--- src/rtl/mips32_pkg.sv ---
// Shared definitions for the mips32 program loader.
// Contents: loader state encoding, error-flag bit positions, the HLT opcode
// and the instruction word width. No ports.
package mips32_pkg;

    localparam int INSN_W = 32;

    // Bit positions inside the loader's sticky err vector
    localparam int ERR_OVF   = 0;
    localparam int ERR_CKSUM = 1;
    localparam int ERR_TMO   = 2;

    localparam logic [5:0] OP_HLT = 6'h3F;

    typedef enum logic [2:0] {
        ST_IDLE    = 3'd0,
        ST_RF_INIT = 3'd1,
        ST_LOAD    = 3'd2,
        ST_DRAIN   = 3'd3,
        ST_START   = 3'd4,
        ST_RUN     = 3'd5,
        ST_DONE    = 3'd6
    } loader_state_e;

    // True when an instruction word carries the HLT opcode
    function automatic logic is_hlt(input logic [INSN_W-1:0] insn);
        return (insn[INSN_W-1:INSN_W-6] == OP_HLT);
    endfunction

endpackage

--- src/rtl/mips32_loader_cksum.sv ---
// XOR checksum accumulator for the program loader.
// Ports:
//   clk1, rst      clock and synchronous active-high reset
//   clear          restart the accumulator from seed 0
//   acc_en         fold acc_data into the accumulator this cycle
//   acc_data       word being written to instruction memory
//   cmp_data       candidate checksum word
//   match          accumulator equals cmp_data (combinational)
module mips32_loader_cksum
    import mips32_pkg::*;
(
    input  logic              clk1,
    input  logic              rst,
    input  logic              clear,
    input  logic              acc_en,
    input  logic [INSN_W-1:0] acc_data,
    input  logic [INSN_W-1:0] cmp_data,
    output logic              match
);

    logic [INSN_W-1:0] acc_r;

    // Running XOR of every word written to memory since the load began
    always_ff @(posedge clk1) begin
        if (rst) begin
            acc_r <= {INSN_W{1'b0}};
        end else if (clear) begin
            acc_r <= {INSN_W{1'b0}};
        end else if (acc_en) begin
            acc_r <= acc_r ^ acc_data;
        end else begin
            acc_r <= acc_r;
        end
    end

    assign match = (acc_r == cmp_data);

endmodule

--- src/rtl/mips32_prog_loader.sv ---
// Program loader for the mips32 core: holds the core, seeds r[k]=k, streams
// a program into instruction memory, starts the core and watches for HLT.
// Optional feature macro: MIPS32_LOADER_CKSUM_EN (s_last word is an XOR
// checksum over the written words; mismatch sets err[1] and the core is
// never started).
// Ports:
//   clk1, rst                      clock, synchronous active-high reset
//   load_req                       start a load from IDLE or DONE
//   s_valid/s_ready/s_data/s_last  program stream
//   mem_we/mem_addr/mem_wdata      instruction-memory write port
//   rf_we/rf_addr/rf_wdata         register-file write port
//   cpu_hold/cpu_start/cpu_halted  core control and status
//   done, err{tmo,cksum,ovf}, load_count, run_cycles   status
module mips32_prog_loader
    import mips32_pkg::*;
#(
    parameter int MEM_AW        = 10,
    parameter int RF_INIT_COUNT = 31,
    parameter int RUN_TIMEOUT   = 1024
) (
    input  logic              clk1,
    input  logic              rst,
    input  logic              load_req,
    input  logic              s_valid,
    output logic              s_ready,
    input  logic [INSN_W-1:0] s_data,
    input  logic              s_last,
    output logic              mem_we,
    output logic [MEM_AW-1:0] mem_addr,
    output logic [INSN_W-1:0] mem_wdata,
    output logic              rf_we,
    output logic [4:0]        rf_addr,
    output logic [31:0]       rf_wdata,
    output logic              cpu_hold,
    output logic              cpu_start,
    input  logic              cpu_halted,
    output logic              done,
    output logic [2:0]        err,
    output logic [MEM_AW:0]   load_count,
    output logic [15:0]       run_cycles
);

    localparam logic [MEM_AW:0] DEPTH_C   = {1'b1, {MEM_AW{1'b0}}};
    localparam logic [4:0]      RF_LAST_C = 5'(RF_INIT_COUNT - 1);
    localparam logic [31:0]     TMO_C     = 32'(RUN_TIMEOUT);
    localparam logic            TMO_EN_C  = (RUN_TIMEOUT != 0);
    localparam loader_state_e   FIRST_C   = (RF_INIT_COUNT == 0) ? ST_LOAD : ST_RF_INIT;
`ifdef MIPS32_LOADER_CKSUM_EN
    localparam logic            LAST_IS_CKSUM_C = 1'b1;
`else
    localparam logic            LAST_IS_CKSUM_C = 1'b0;
`endif

    loader_state_e state_r;
    loader_state_e state_s;
    logic [4:0]    rf_k_r;
    logic          accept_s;
    logic          full_s;
    logic          begin_s;
    logic          write_s;
    logic          ovf_s;
    logic          cksum_bad_s;
    logic          halt_s;
    logic          tmo_s;

`ifdef MIPS32_LOADER_CKSUM_EN
    logic cksum_match_s;

    mips32_loader_cksum u_cksum (
        .clk1     (clk1),
        .rst      (rst),
        .clear    (begin_s),
        .acc_en   (write_s),
        .acc_data (s_data),
        .cmp_data (s_data),
        .match    (cksum_match_s)
    );
`endif

    // Per-cycle events shared by the FSM and the datapath
    always_comb begin
        accept_s = s_valid && s_ready;
        full_s   = (load_count == DEPTH_C);
        begin_s  = load_req && ((state_r == ST_IDLE) || (state_r == ST_DONE));
        // A full memory turns any accepted word into an overflow, including a last one
        write_s  = (state_r == ST_LOAD) && accept_s && !full_s && !(s_last && LAST_IS_CKSUM_C);
        ovf_s    = (state_r == ST_LOAD) && accept_s && full_s;
        // HALTED still shows the previous run during the first RUN cycle
        halt_s   = (state_r == ST_RUN) && cpu_halted && (run_cycles != 16'd0);
        tmo_s    = (state_r == ST_RUN) && TMO_EN_C && !halt_s &&
                   (({16'd0, run_cycles} + 32'd1) == TMO_C);
        cksum_bad_s = 1'b0;
`ifdef MIPS32_LOADER_CKSUM_EN
        cksum_bad_s = (state_r == ST_LOAD) && accept_s && s_last && !full_s && !cksum_match_s;
`endif
    end

    // State register
    always_ff @(posedge clk1) begin
        if (rst) begin
            state_r <= ST_IDLE;
        end else begin
            state_r <= state_s;
        end
    end

    // Next-state logic
    always_comb begin
        state_s = state_r;
        case (state_r)
            ST_IDLE, ST_DONE: begin
                if (load_req) state_s = FIRST_C;
                else          state_s = state_r;
            end
            ST_RF_INIT: begin
                if (rf_k_r == RF_LAST_C) state_s = ST_LOAD;
                else                     state_s = ST_RF_INIT;
            end
            ST_LOAD: begin
                if (accept_s && full_s)      state_s = s_last ? ST_DONE : ST_DRAIN;
                else if (accept_s && s_last) state_s = ST_START;
                else                         state_s = ST_LOAD;
            end
            ST_DRAIN: begin
                if (accept_s && s_last) state_s = ST_DONE;
                else                    state_s = ST_DRAIN;
            end
            ST_START: begin
                if (err != 3'b000) state_s = ST_DONE;
                else               state_s = ST_RUN;
            end
            ST_RUN: begin
                if (halt_s || tmo_s) state_s = ST_DONE;
                else                 state_s = ST_RUN;
            end
            default: state_s = ST_IDLE;
        endcase
    end

    // Output decode from the current state and this cycle's events
    always_comb begin
        s_ready   = (state_r == ST_LOAD) || (state_r == ST_DRAIN);
        mem_we    = write_s;
        mem_addr  = write_s ? load_count[MEM_AW-1:0] : {MEM_AW{1'b0}};
        mem_wdata = write_s ? s_data : {INSN_W{1'b0}};
        rf_we     = (state_r == ST_RF_INIT);
        rf_addr   = rf_we ? rf_k_r : 5'd0;
        rf_wdata  = rf_we ? {27'd0, rf_k_r} : 32'd0;
        cpu_start = (state_r == ST_START) && (err == 3'b000);
        cpu_hold  = !(cpu_start || (state_r == ST_RUN));
        done      = (state_r == ST_DONE);
    end

    // Counters and sticky error flags; load_req in IDLE/DONE clears them
    always_ff @(posedge clk1) begin
        if (rst) begin
            rf_k_r     <= 5'd0;
            load_count <= {(MEM_AW+1){1'b0}};
            run_cycles <= 16'd0;
            err        <= 3'b000;
        end else if (begin_s) begin
            rf_k_r     <= 5'd0;
            load_count <= {(MEM_AW+1){1'b0}};
            run_cycles <= 16'd0;
            err        <= 3'b000;
        end else begin
            if (rf_we)       rf_k_r <= rf_k_r + 5'd1;
            if (write_s)     load_count <= load_count + {{MEM_AW{1'b0}}, 1'b1};
            if (ovf_s)       err[ERR_OVF] <= 1'b1;
            if (cksum_bad_s) err[ERR_CKSUM] <= 1'b1;
            if (tmo_s)       err[ERR_TMO] <= 1'b1;
            if ((state_r == ST_RUN) && (run_cycles != 16'hFFFF)) begin
                run_cycles <= run_cycles + 16'd1;
            end
        end
    end

endmodule

--- config.mk ---
export PLATFORM = sky130hd
export DESIGN_NAME = mips32_prog_loader
export DESIGN_NICKNAME = d
export VERILOG_FILES = /design/src/rtl/mips32_pkg.sv /design/src/rtl/mips32_loader_cksum.sv /design/src/rtl/mips32_prog_loader.sv
export SDC_FILE = /design/constraint.sdc
export NUM_CORES = 1
export LEC_CHECK = 0
export ABC_AREA = 1
export BUFFER_PORTS_ARGS = -buffer_cell sky130_fd_sc_hd__buf_2
export CAP_MARGIN = 20
export CORE_MARGIN = 3
export CORE_UTILIZATION = 48
export CTS_BUF_LIST = sky130_fd_sc_hd__clkbuf_4 sky130_fd_sc_hd__clkbuf_8
export DETAILED_ROUTE_END_ITERATION = 8
export GPL_TIMING_DRIVEN = 0
export PLACE_DENSITY = 0.9
export SETUP_SLACK_MARGIN = 0.2
export SLEW_MARGIN = 10
export SYNTH_ARGS = -nofsm -noshare
export SYNTH_HDL_FRONTEND = slang
export SYNTH_SLANG_ARGS = --single-unit
--- constraint.sdc ---
create_clock -name clk1 -period 3.62 [get_ports clk1]
set_input_delay 0.724 -clock clk1 [delete_from_list [all_inputs] [get_ports clk1]]
set_output_delay 0.724 -clock clk1 [all_outputs]
set_load 0.02 [all_outputs]
==> impl_results.md <==
- WL met3: between 700 and 800 µm
- CTS Buf Count: 5
- Largest net degree at the start of global routing: 12
- Core area: between 5000 and 6000 µm²
- Die area: 7050 µm²
- Clock skew: roughly 0.0069 ns
- Critical path type: reg -> out
- Vias in the first global route: about 3,000
- # port buffers: 124
- Initial core utilization: approximately half
- First-pass GRT wire length: 13.9 mm
- Outcome: finished, final reports clean
- Mean Syn Cell Area: 6.13 µm²
- Num ports: about 150
- Hold Path Class: reg -> reg
- Dpl cells: approximately 700
- Highest Signal Layer: met4
- PnR worst setup slack: 0.756 ns
- Iter 0 DRT Violations: roughly 300
- Period utilization: 79.1%
- # rows: 27
- ANT cells: 0
- Detail Route Antenna Nets: 0
- Final Setup Violations: 0
- Routed vias: between 3,000 and 4,000
- Worst Setup Start Kind: flip-flop
- Mapped cell area: around 2900 µm²
- Die Y: 84.0 µm
- Seq/Total Area, Yosys: between 20% and 30%
- Initial antenna violation count: 0
- DIE WIDTH: roughly 84 µm
- Syn Inst Count: approximately 480
- Sum Neg Setup Slack: 0 ns
- Pleak: ~2.1 nW
- Vias per inst: 4.87
- Clock Path Buffers: 2
- Final nets: a little under 700
- WL met1: between 3 and 4 mm
- Synth cell types: 34
- Peak supply drop: around 0.21 mV
- Max FO, Critical Path: 10
- Total gr overflow: 0
- Clk sinks: 37
- Resized cells post-CTS: 0
- RSZ-0062 raised after global routing: false
- Setup crit end kind: output port
- Synth-to-layout area growth: 31.3%
- GRT Total Usage: a little under a quarter
- Most common cell after layout, fill and taps aside: buf_2
- Length of routed met2 wiring: about 4.3 mm
- Setup WS pre-CTS: between 0.9 and 1 ns
- Worst-Skew Late Latency: between 0.2 and 0.3 ns
- Final Wtd Congestion: between 0.8 and 0.9
- Synth Warn #: 0
- Final WL: between 8 and 9 mm
- Hold Slack: 0.484 ns
- Post-CTS Setup Bufs: 0
- Min cycle time layout: ~2.9 ns
- FF+latch count, synth: 37
- Max_cap viols: 0
- CTS tree: done
- First drt pass iteration count: 5
- Clock root buffer: clkbuf_8
- Proportion of layout cells with a drive suffix above 1: 32.3%
- Most frequent cells in the layout: buf_2, nor2_1, nand2_1, inv_1
- Residual DRC: 0
- Hold buffer count at cts: 0
- Critical Path AT: about 2.1 ns
- Placed wire-length estimate: 6.86 mm
- Critical Path RT: approximately 2.9 ns
- Power density over the cells: between 200 and 250 nW/µm²
- Clock Pin Slew Worst Setup and Hold Paths: ~0.080 ns
- Max Clock Freq: approximately 0.35 GHz
- Final slew viol count: 0
- Final hold vios: 0
- Final Non-Filler Cells: between 700 and 800
- CTS H-Tree Depth: 2
- Routed len/inst: between 10 and 15 µm
==> worst max-delay path: stages, from the launching register on <==
cell and delay, ns:
dfxtp_1 0.34, inv_1 0.20, nand4_1 0.12, nor3_1 0.16
nand2_1 0.15, nand2_2 0.17, buf_2 0.23, buf_2 0.25
nor2_1 0.08, buf_2 0.16
==> registers in the layout, indices dropped and copies added, names as in the netlist <==
name        count
err             2
load_count     11
run_cycles     16
state_r         3
rf_k_r          5
==> synth_stat cells (all sizes together) <==
cell type / instances / share of area, %
dfxtp: 37 / 25
o211ai: 1 / 0.26
a21oi: 27 / 4.8
o21ai: 22 / 4.2
a31oi: 3 / 0.64
o21a: 2 / 0.51
inv: 88 / 11
nand3: 24 / 4.1
o21bai: 2 / 0.51
conb: 1 / 0.13
nand4: 11 / 2.4
nor4: 5 / 1.1
buf: 44 / 11
ha: 7 / 3.0
xor2: 2 / 0.60
nand2: 86 / 11
nor3: 10 / 2.4
nor2: 95 / 14
or2: 2 / 0.43
xnor2: 1 / 0.30
nor3b: 1 / 0.26
a211oi: 5 / 2.0
==> worst paths after layout <==
path              slack, ns     startpoint       endpoint  depth (start not counted)
setup / recovery       0.76  load_count[6]  mem_wdata[12]                          9
setup reg to reg       1.47  run_cycles[0]  run_cycles[6]                          9
hold reg to reg        0.48  load_count[7]  load_count[7]                          2
hold / removal         0.48  load_count[7]  load_count[7]                          2
==> final cells by class <==
| class | instances | area [µm²] |
|---|---|---|
| clock buffer | 7 | 96.3 |
| clock inverter | 1 | 5.00 |
| tap | 72 | 90.1 |
| sequential | 37 | 741 |
| timing repair buffer | 124 | 621 |
| buffer | 44 | 318 |
| inverter | 88 | 330 |
| fill | 504 | 1880 |
| multi-input combinational | 334 | 1630 |
==> power breakdown <==
group / switching (mW) / total, mW / internal (mW)
Combinational: 0.0686 / 0.117 / 0.0482
Clock: 0.152 / 0.324 / 0.172
Sequential: 0.00237 / 0.411 / 0.408
==> stage by stage <==
| step | util (%) | power (mW) | instance area, µm² |
|---|---|---|---|
| floorplan | - | 0.503 | 3020 |
| global placement | 65.4 | 0.533 | 3730 |
| detailed placement | 65.4 | 0.535 | 3730 |
| CTS | 67.1 | 0.853 | 3830 |
| global route | 67.1 | 0.883 | 3830 |
| finish | 67.1 | 0.851 | 3830 |
==> logic make-up (layout without fill, tap and decap cells) <==
| group | after synthesis | count (layout) | share of synthesized area (%) |
|---|---|---|---|
| AOI/OAI and AO/OA | 62 | 62 | 12.8 |
| adders and majority gates | 7 | 7 | 3.00 |
| buffers and inverters | 132 | 264 | 22.2 |
| xor gates and xnor gates | 3 | 3 | 0.900 |
| DFF | 37 | 37 | 25.4 |
| other | 1 | 28 | 0.128 |
| and+or+nand+nor | 234 | 234 | 35.6 |
==> per-layer routing <==
metal	vias to the layer above	track usage, %
met2	166	40.9
met3	15	4.64
met1	1519	28.5
met5	-	0
met4	0	8.77
li1	1741	-
(Power assumes the default switching activity.)
